$ cat src/rtl/lfsr_pkg.sv
// Shared definitions for the XNOR-feedback LFSR generator/checker family:
// FSM encoding, default polynomial and the feedback function.
package lfsr_pkg;

  typedef enum logic [1:0] {
    SEED   = 2'd0,
    VERIFY = 2'd1,
    LOCKED = 2'd2
  } state_t;

  localparam int DEF_WIDTH = 10;
  localparam int DEF_TAP   = 7;
  localparam int MAX_WIDTH = 64;

  // Stage n (1-based) lives at bit n-1; stage 1 is the newest bit.
  function automatic logic xnor_fb(input logic [MAX_WIDTH-1:0] sr,
                                   input int width, input int tap);
    logic [MAX_WIDTH-1:0] a;
    logic [MAX_WIDTH-1:0] b;
    a = sr >> (tap - 1);
    b = sr >> (width - 1);
    return ~(a[0] ^ b[0]);
  endfunction

endpackage

$ cat src/rtl/lfsr_core.sv
// WIDTH-stage XNOR LFSR shift register with selectable load source
// (external bit or its own feedback) and a shift enable.
module lfsr_core
  import lfsr_pkg::*;
#(
  parameter int WIDTH = DEF_WIDTH,
  parameter int TAP   = DEF_TAP
) (
  input  logic             clk,
  input  logic             reset,
  input  logic             en,
  input  logic             load_din,
  input  logic             din,
  output logic             exp,
  output logic [WIDTH-1:0] sr
);

  logic [WIDTH-1:0] sr_q;
  logic             nxt;

  assign exp = xnor_fb(MAX_WIDTH'(sr_q), WIDTH, TAP);
  assign nxt = load_din ? din : exp;
  assign sr  = sr_q;

  always_ff @(posedge clk or posedge reset) begin
    if (reset) begin
      sr_q <= '0;
    end else if (en) begin
      sr_q <= {sr_q[WIDTH-2:0], nxt};
    end
  end

endmodule

$ cat config.mk
export PLATFORM = sky130hd
export DESIGN_NAME = lfsr_core
export DESIGN_NICKNAME = d
export VERILOG_FILES = /design/src/rtl/lfsr_pkg.sv /design/src/rtl/lfsr_core.sv
export SDC_FILE = /design/constraint.sdc
export NUM_CORES = 1
export LEC_CHECK = 0
export CAP_MARGIN = 40
export CORE_AREA = 2 2 39 41
export DETAILED_ROUTE_END_ITERATION = 8
export DIE_AREA = 0 0 41 43
export HOLD_SLACK_MARGIN = 0.12
export PLACE_DENSITY = 0.58
export SYNTH_ARGS = -nofsm -noshare
export SYNTH_HDL_FRONTEND = slang
export SYNTH_SLANG_ARGS = --single-unit
$ cat constraint.sdc
create_clock -name clk -period 1.18 [get_ports clk]
set_input_delay 0.236 -clock clk [delete_from_list [all_inputs] [get_ports clk]]
set_output_delay 0.236 -clock clk [all_outputs]
set_load 0.02 [all_outputs]
; ---- After elaboration in Yosys (flattened, before gate mapping)
; Cells that the tools add are included.
[totals]
ramBits = 0
out_inout_bits = 11
romBits = 0
latchBits = 0
elab_cells = 4
mem_count = 0
register_bits = 10
inputBits = 5
[classes]
n_eq_ne = 0
addsub = 0
bitwise_logic = 2
shifts = 0
n_mul = 0
order_cmp = 0
reduce_logical = 0
muxes = 1
div_mod_pow = 0
[ops]
columns = op, count
row1 = $mux W1, 1
row2 = $not A1 Y1, 1
row3 = $xor A1 B1 Y1, 1

; ---- Longest topological paths before layout
; Gate-level depths: netlist of run 1.
[logic_depth]
word_depth = 3
depth_mapped = 3
depth_no_buf = 3

; ---- Worst setup path after synthesis of run 1
; OpenSTA, ideal clock, no wires.
[synth_timing]
path_type = register to register
start = register sr_q[9], in the netlist sr[9]
end = register sr_q[0], in the netlist sr[0]
path_slack_ns = 0.057
required_time_ns = 1.103
stages_incl_launch_ff = 4
setup_time_ns = 0.077
synth_period_minus_slack_ns = 1.123
t_arrival_ns = 1.045
n_path_buf = 0
path_cell_list = dfrtp_1 xnor2_2 mux2i_1 a21oi_1
[synth_via]
elab_chain_cells = 3
[synth_rtl]
columns = item, line_no
row1 = from (decl), lfsr_core.sv:18  ; logic [WIDTH-1:0] sr_q;
row2 = from (signal assigned), lfsr_core.sv:29  ; sr_q <= {sr_q[WIDTH-2:0], nxt};
row3 = $xor A1 B1 Y1, lfsr_pkg.sv:22  ; return ~(a[0] ^ b[0]);
row4 = $not A1 Y1, lfsr_pkg.sv:22
row5 = net exp, lfsr_core.sv:14  ; output logic exp,
row6 = $mux W1, lfsr_core.sv:22  ; assign nxt = load_din ? din : exp;
; The timed path passes the listed nets, and every way through them passes these cells.
; A chain may end at the register's enable or synchronous reset.

; ---- Final worst setup path of run 1
[layout_timing]
start = register sr_q[6], in the netlist sr[6]
end = output exp
[layout_via]
elab_chain_cells = 2
[layout_rtl]
columns = item, line_no
row1 = $xor A1 B1 Y1, lfsr_pkg.sv:22
row2 = $not A1 Y1, lfsr_pkg.sv:22
row3 = to (decl), lfsr_core.sv:14
; Every way passes these cells.

==> impl_metrics.tcl, run 1 <==
set metrics [dict create \
    synth_seq_cells 10 \
    cts_tree "built" \
    finClkSkew_ns 0.00347 \
    worstPathArrival_ns 1.01 \
    synth_cell_types 8 \
    drive_gt1_frac 0.640 \
    grt_start_max_net_pins 12 \
    startpoint_type "flop" \
    portBuffers 15 \
    tightest_slew_ns 0.365 \
    htree_num_levels 1 \
    rsz0062_at_grt "yes" \
    vias 271 \
    core_region_area_sq_mm 0.00138 \
    setup_viol 2 \
    numCtsBuffers 3 \
    largest_reg_flops 10 \
    fin_hold_ws_ns 0.247 \
    fp.dieW_um 41 \
    p_per_area_mw_per_mm2 2990 \
    area_growth_pct 57.9 \
    relSlewSlack 0.756 \
    initial_core_util 0.290 \
    cts_buffer_depth 2 \
    rows 14 \
    synth_nets 30 \
    hp-class "in2async" \
    design.die.area_sq_mm 0.00176 \
    die_height_um 43 \
    hold_viol 0 \
    finalCritPeriodShare 1.05 \
    place_congestion 0.669 \
    yosysWarningCount 0 \
    cp-end-kind "output pin" \
    antenna_found_initial 0 \
    fin_setup_tns_ns -0.0862 \
    track_usage 0.0940 \
    pre_cts_ws_ns -0.257 \
    avgViaCountPerCell 4.11 \
    drv_slew 0 \
    layout_setup_ws_ns -0.0624 \
    clk_pin_slew_ns 0.06 \
    critPathMaxFanout 2 \
    firstDrtPassIters 1 \
    drc_errors 0 \
    violations "negative setup slack" \
    cts_hold_buf 0 \
    drtIter0Drc 0 \
    finalCriticalPeriod_ns 1.24 \
    grt_pass1_vias 272 \
    finalPower_w 0.00190 \
    grt_first_pass_wirelength_um 1100 \
    vdd_drop_max_v 0.00117 \
    final_core_utilization 0.458 \
    wl_per_cell_um 10.6 \
    crit_required_ns 0.94 \
    overflow 0 \
    p_leak_nw 0.289 \
    avgSynthCellArea_sq_um 16.1 \
    clkLatencyLatePin_ns 0.26 \
    routed_wl_um 701 \
    hpwl_um 539 \
    drv_cap 0 \
    root_buffer "clkbuf_4" \
    cts_sinks 10 \
    seq_area_frac_synth 0.623 \
    n_antenna_cell 0 \
    postRouteAntennaNets 0 \
    syn_area_sq_um 402 \
    nFillCells 133 \
    layout.nets 56 \
    syn_inst 25 \
    worstSetupPathType "reg2out" \
    ios 16 \
    status "finished, violations left" \
    fmax_ghz 0.805 \
]
logic make-up after synthesis:
family | synth area share
muxes | 0.277
and+or+nand+nor | 0.00934
xor gates and xnor gates | 0.0405
buffers and inverters | 0.0374
DFF | 0.623
AOI/OAI and AO/OA | 0.0124
final cells by class:
type                    instances  area, sq um  area share
flip-flops and latches         10          250       0.394
repair buffers                 22          188       0.296
multi-input cells              13          136       0.215
clock buffers                   4         36.3      0.0572
well taps                      16         20.0      0.0316
inverters                       1         3.75     0.00592
cells in the mapped netlist:
cell | instances | share of area
a21oi_1 | 1 | 0.012
buf_6 | 1 | 0.028
dfrtp_1 | 10 | 0.62
inv_1 | 1 | 0.0093
mux2_2 | 9 | 0.25
mux2i_1 | 1 | 0.025
nor2_1 | 1 | 0.0093
xnor2_2 | 1 | 0.041
cell usage in the layout, fill, tap and decap left out:
cell type,n
a21oi_1,1
buf_12,1
buf_2,3
buf_4,7
buf_6,2
clkbuf_2,3
clkbuf_4,3
clkbuf_8,1
clkdlybuf4s15_2,2
clkdlybuf4s50_1,4
dfrtp_1,10
inv_1,1
mux2_2,9
mux2i_1,1
nor2_1,1
xnor2_2,1
metrics by stage:
| step | cell area [sq um] | cells |
|---|---|---|
| detailed placement | 618 | 61 |
| CTS | 668 | 66 |
| finish | 634 | 66 |
| global route | 634 | 66 |
| floorplan | 402 | 25 |
| global placement | 618 | 61 |
final timing paths:
kind / from / endpoint / slack [ns] / depth (start not counted)
min in group clk: sr[3]$_DFFE_PP0P_ / sr[4]$_DFFE_PP0P_ / 0.53 / 1
max in group asynchronous: reset / sr[3]$_DFFE_PP0P_ / 0.67 / 2
min: reset / sr[4]$_DFFE_PP0P_ / 0.25 / 2
max reg2reg: sr[9]$_DFFE_PP0P_ / sr[0]$_DFFE_PP0P_ / 0.17 / 4
min reg2reg: sr[3]$_DFFE_PP0P_ / sr[4]$_DFFE_PP0P_ / 0.53 / 1
max: sr[6]$_DFFE_PP0P_ / exp / -0.06 / 2
routing by layer:
layer,up-vias,wire length [um],GRT usage
met2,10,353,0.131
met5,-,0,0
met1,124,282,0.119
li1,137,-,-
met3,0,66,0.0314
met4,0,0,0.0600
report_power, final:
part           internal (W)  switching, W
Sequential         0.000507      0.000117
Combinational      0.000529      0.000450
Clock              0.000187      0.000109
Total               0.00122      0.000676
worst max-delay path, stage by stage (launching register included):
cell and delay (ns):
dfrtp_1 0.41, xnor2_2 0.18, buf_4 0.16
timing repair:
item,in CTS,in global routing
resized for setup,38,6
buffers inserted,1,0
pin swaps,1,0
setup endpoints to repair,11,9
No activity file was read; power rests on OpenSTA's default activity.
==> inputs of run 2 (changes only) <==
ABC_AREA = 1   (was unset)
PLACE_DENSITY = 0.59   (was 0.58)
clock period = 1.4 ns   (was 1.18 ns; I/O delays follow)
==> impl_metrics.tcl, run 2 <==
set metrics [dict create \
    n_antenna_cell 0 \
    synth_area_leaders "dfrtp_1, nand2_1, o21ai_0, inv_1, buf_6" \
    drv_slew 0 \
    avgSynthCellArea_sq_um 8.40 \
    layout_setup_ws_ns 0.144 \
    grt_first_pass_wirelength_um 1280 \
    fin_hold_ws_ns 0.306 \
    core_region_area_sq_mm 0.00138 \
    fmax_ghz 0.796 \
    vdd_drop_max_v 0.000554 \
    hpwl_um 605 \
    m1WireLength_um 383 \
    cts_sinks 10 \
    portBuffers 15 \
    synthArstFlopShare 1.00 \
    crit_required_ns 1.12 \
    seq_area_frac_synth 0.608 \
    dp_cells 81 \
    status "completed" \
    yosys.cell_count.top_type "nand2_1" \
    clk_pin_slew_ns 0.06 \
    clkLatencyLatePin_ns 0.25 \
    fin_cells 84 \
    worstPathArrival_ns 0.98 \
    fp.dieW_um 41 \
    drtIter0Drc 7 \
    yosysWarningCount 0 \
    p_per_area_mw_per_mm2 1320 \
    nFillCells 150 \
    synth_cell_types 9 \
    relSlewSlack 0.749 \
    synth_seq_cells 10 \
    routed_wl_um 813 \
    vias 345 \
    die_height_um 43 \
    synth_edf_count 0 \
    final_common_cell "nand2_1" \
    layout.nets 75 \
    cp-end-kind "output pin" \
    syn_inst 49 \
    routed-wl-met3_um 84 \
    place_area_sq_um 586 \
    synth_largest_area_cell "dfrtp_1" \
    cp_top_family "flip-flops" \
    cts_hold_buf 0 \
    crit_cells 4 \
    grt_start_max_net_pins 11 \
    drc_errors 0 \
    antenna_found_initial 0 \
    largest_reg_flops 10 \
    synth_top_area_share 0.608 \
    dr_wl_met2_um 335 \
    crit_top_cell "nand2_1" \
    cts_buffer_depth 2 \
    cts_tree "built" \
    design.die.area_sq_mm 0.00176 \
    synth_nets 54 \
    finalCritPeriodShare 0.897 \
    critPathSlowestCell "dfrtp_1" \
    place_congestion 0.592 \
    setup_viol 0 \
    rows 14 \
    overflow 0 \
    postRouteAntennaNets 0 \
    root_buffer "clkbuf_4" \
    hp-class "in2async" \
    finalInstanceArea_sq_um 591 \
    r2r_start "sr[6]$_DFFE_PP0P_" \
    avgViaCountPerCell 4.11 \
    finClkSkew_ns 0.00545 \
    track_usage 0.112 \
    crit_buf_inv 2 \
    critPathMaxFanout 3 \
    p_leak_nw 0.337 \
    startpoint_type "flop" \
    rr_worst_depth 5 \
    syn_area_sq_um 412 \
    area_growth_pct 43.5 \
    hold_viol 0 \
    slowest_delay_ns 0.38 \
    finalCriticalPeriod_ns 1.26 \
    drv_cap 0 \
    cp_cell_sequence "inv_1 > nand2_1 > nand2_1 > buf_2" \
    tightest_slew_ns 0.377 \
    htree_num_levels 1 \
    yosys-top-cells-count "nand2_1, dfrtp_1, inv_1" \
    wl_per_cell_um 9.68 \
    crit_path_start "sr[6]$_DFFE_PP0P_" \
    final_cell_mix "nand2_1, dlygate4sd2_1, dfrtp_1" \
    worstSetupPathType "reg2out" \
    cts_setup_buffers 0 \
    grt_pass1_vias 307 \
    synth-main-ff-cell "dfrtp_1" \
    rsz0062_at_grt "no" \
    top_layer_used "met4" \
    drive_gt1_frac 0.118 \
    initial_core_util 0.297 \
    pre_cts_ws_ns -0.0400 \
    firstDrtPassIters 2 \
    numCtsBuffers 3 \
    ios 16 \
]
==> run 2: cell count changes after synthesis, sizes merged, moves of 3 or more <==
cell | before | now
nand2 | 0 | 27
o21ai | 0 | 3
inv | 1 | 5
mux2 | 9 | 0
==> run 2: logic make-up after synthesis <==
logic type	share of synthesized area
AO/OA/AOI/OAI	0.0365
flip-flops	0.608
AND/OR/NAND/NOR	0.283
buffers and inverters	0.0729
==> run 2: worst paths after layout <==
kind,to,slack [ns]
setup / recovery,exp,0.14
hold / removal,sr[9]$_DFFE_PP0P_,0.31
setup reg to reg,sr[0]$_DFFE_PP0P_,0.63
hold reg to reg,sr[5]$_DFFE_PP0P_,0.49
max in group asynchronous,sr[4]$_DFFE_PP0P_,0.82
min in group clk,sr[5]$_DFFE_PP0P_,0.49
==> run 2: layer usage <==
metal	track usage	vias up
li1	-	185
met1	0.151	146
met2	0.147	12
met3	0.0314	2
met4	0.0800	0
met5	0	-
==> run 2: area by class of cell <==
cell class | instances | area, sq um | area share
repair buffers | 17 | 148 | 0.250
inverters | 5 | 18.8 | 0.0318
clock buffers | 3 | 22.5 | 0.0381
flip-flops and latches | 10 | 250 | 0.424
well taps | 16 | 20.0 | 0.0339
multi-input cells | 33 | 131 | 0.222
==> run 2: metrics by stage <==
stage	setup TNS, ns	power (W)	utilization
detailed placement	-0.0400	0.000645	0.423
finish	0	0.000777	0.427
CTS	0	0.000796	0.431
floorplan	0	0.000503	-
global route	0	0.000841	0.427
global placement	-0.0231	0.000642	0.423
==> run 2: timing repair <==
item / 4_1_cts / 5_1_grt
gates cloned: 0 / 0
pin swaps: 0 / 0
endpoints found under the setup margin: 11 / 1
resized for setup: 13 / 1
==> run 2: power breakdown <==
group	internal (W)	switching, W	total (W)
sequential	0.000335	0.0000307	0.000365
clock	0.0000986	0.0000853	0.000184
combinational	0.0000900	0.000138	0.000228
total	0.000523	0.000254	0.000777
==> inputs of run 3 (changes only) <==
--- a/config.mk
+++ b/config.mk
@@ -8,3 +8,2 @@
 export ABC_AREA = 1
-export CAP_MARGIN = 40
 export CORE_AREA = 2 2 39 41
--- a/constraint.sdc
+++ b/constraint.sdc
@@ -3,2 +3,2 @@
 set_output_delay 0.28 -clock clk [all_outputs]
-set_load 0.02 [all_outputs]
+set_load 0.1 [all_outputs]
==> impl_metrics.tcl, run 3 (synthesized netlist as in run 2, its figures left out) <==
set metrics [dict create \
    worstSetupPathType "reg2out" \
    cts_sinks 10 \
    ios 16 \
    postRouteAntennaNets 0 \
    drc_errors 0 \
    wl_per_cell_um 9.84 \
    vias 365 \
    setup_viol 0 \
    finalCriticalPeriod_ns 1.39 \
    p_leak_nw 0.377 \
    firstDrtPassIters 3 \
    avgViaCountPerCell 4.20 \
    track_usage 0.117 \
    cts_hold_buf 0 \
    n_antenna_cell 0 \
    status "completed" \
    nFillCells 127 \
    cts_buffer_depth 2 \
    design.die.area_sq_mm 0.00176 \
    crit_required_ns 1.12 \
    cp-end-kind "output pin" \
    reg2reg_slack_ns 0.48 \
    tightest_slew_ns 0.372 \
    drv_slew 0 \
    htree_num_levels 1 \
    initial_core_util 0.297 \
    fp.dieW_um 41 \
    critPathSlowestCell "dfrtp_4" \
    worstPathArrival_ns 1.11 \
    overflow 0 \
    dp_cells 80 \
    grt_pass1_vias 339 \
    drv_cap 0 \
    cts_tree "built" \
    final_cell_mix "nand2_1, buf_12, dfrtp_1" \
    final_common_cell "nand2_1" \
    routed_wl_um 856 \
    multi_input_area_sq_um 149 \
    layout.nets 77 \
    cp_top_family "flip-flops" \
    grt_first_pass_wirelength_um 1310 \
    cp_cell_sequence "inv_4 > nand2_4 > nand2_4 > buf_12" \
    seqCellArea_sq_um 258 \
    root_buffer "clkbuf_4" \
    critPathMaxFanout 3 \
    numCtsBuffers 3 \
    largest_reg_flops 10 \
    hp-class "in2async" \
    fin_cells 87 \
    drive_gt1_frac 0.380 \
    slowest_delay_ns 0.51 \
    portBuffers 15 \
    grt_start_max_net_pins 11 \
    clk_pin_slew_ns 0.06 \
    hold_viol 0 \
    antenna_found_initial 0 \
    core_region_area_sq_mm 0.00138 \
    drtIter0Drc 2 \
    p_per_area_mw_per_mm2 1780 \
    finalCritPeriodShare 0.996 \
    finClkSkew_ns 0.00527 \
    rsz0062_at_grt "yes" \
    crit_buf_inv 2 \
    rows 14 \
    startpoint_type "flop" \
    relSlewSlack 0.752 \
    area_growth_pct 86.3 \
    crit_top_cell "nand2_4" \
    die_height_um 43 \
    final_core_utilization 0.554 \
    vdd_drop_max_v 0.000768 \
    fmax_ghz 0.717 \
    clkLatencyLatePin_ns 0.26 \
    place_congestion 0.745 \
]
run 3: cell types whose count changed in the layout (fill, tap and decap cells not counted):
cell	delta
inv_4	+2
dfrtp_1	-2
inv_1	-2
dlygate4sd2_1	-10
buf_2	-1
buf_4	+2
clkbuf_1	+1
nand2_4	+2
nand2_1	-3
nand2_2	+1
buf_12	+11
dfrtp_4	+2
run 3: per-layer routing:
metal  global-route usage  up-vias  part of all wire
met5                    0        -                 0
met4                0.120        0             0.016
met3               0.0314        2             0.068
met2                0.156       12              0.48
met1                0.138      161              0.43
li1                     -      190                 -
run 3: layout make-up:
cell class / count / share of cell area
Tap cell: 16 / 0.0261
Multi-Input combinational cell: 33 / 0.194
Clock buffer: 4 / 0.0343
Inverter: 5 / 0.0310
Sequential cell: 10 / 0.336
Timing Repair Buffer: 19 / 0.378
run 3: final timing paths:
kind                                    from                end  cells past startpoint
setup / recovery           sr[9]$_DFFE_PP0P_                exp                      4
hold reg to reg            sr[8]$_DFFE_PP0P_  sr[8]$_DFFE_PP0P_                      2
min in group clk           sr[8]$_DFFE_PP0P_  sr[8]$_DFFE_PP0P_                      2
hold / removal                         reset  sr[3]$_DFFE_PP0P_                      2
max in group asynchronous              reset  sr[6]$_DFFE_PP0P_                      2
setup reg to reg           sr[9]$_DFFE_PP0P_  sr[0]$_DFFE_PP0P_                      4
run 3: through the flow:
| stage | hold slack (ns) | setup TNS [ns] | power [W] | setup WS (ns) | cell area [sq um] |
|---|---|---|---|---|---|
| final | 0.292 | 0 | 0.00136 | 0.00603 | 767 |
| after global routing | 0.325 | -0.0344 | 0.00143 | -0.0344 | 767 |
| after CTS | 0.290 | -0.0231 | 0.00135 | -0.0231 | 739 |
| after detailed placement | 0.547 | 0 | 0.00113 | 0.157 | 703 |
| after global placement | 0.551 | 0 | 0.00113 | 0.177 | 703 |
| after floorplan | 0.120 | 0 | 0.000847 | 0.0503 | 427 |
run 3: power breakdown:
part	leakage (nW)	switching, W	internal [W]
combinational	0.236	0.000494	0.000268
sequential	0.125	0.0000642	0.000341
clock	0.0150	0.0000860	0.000110
run 3: timing repair:
item                       in CTS  in global routing
resized for setup               3                  4
buffers inserted                1                  2
setup endpoints to repair       1                  1
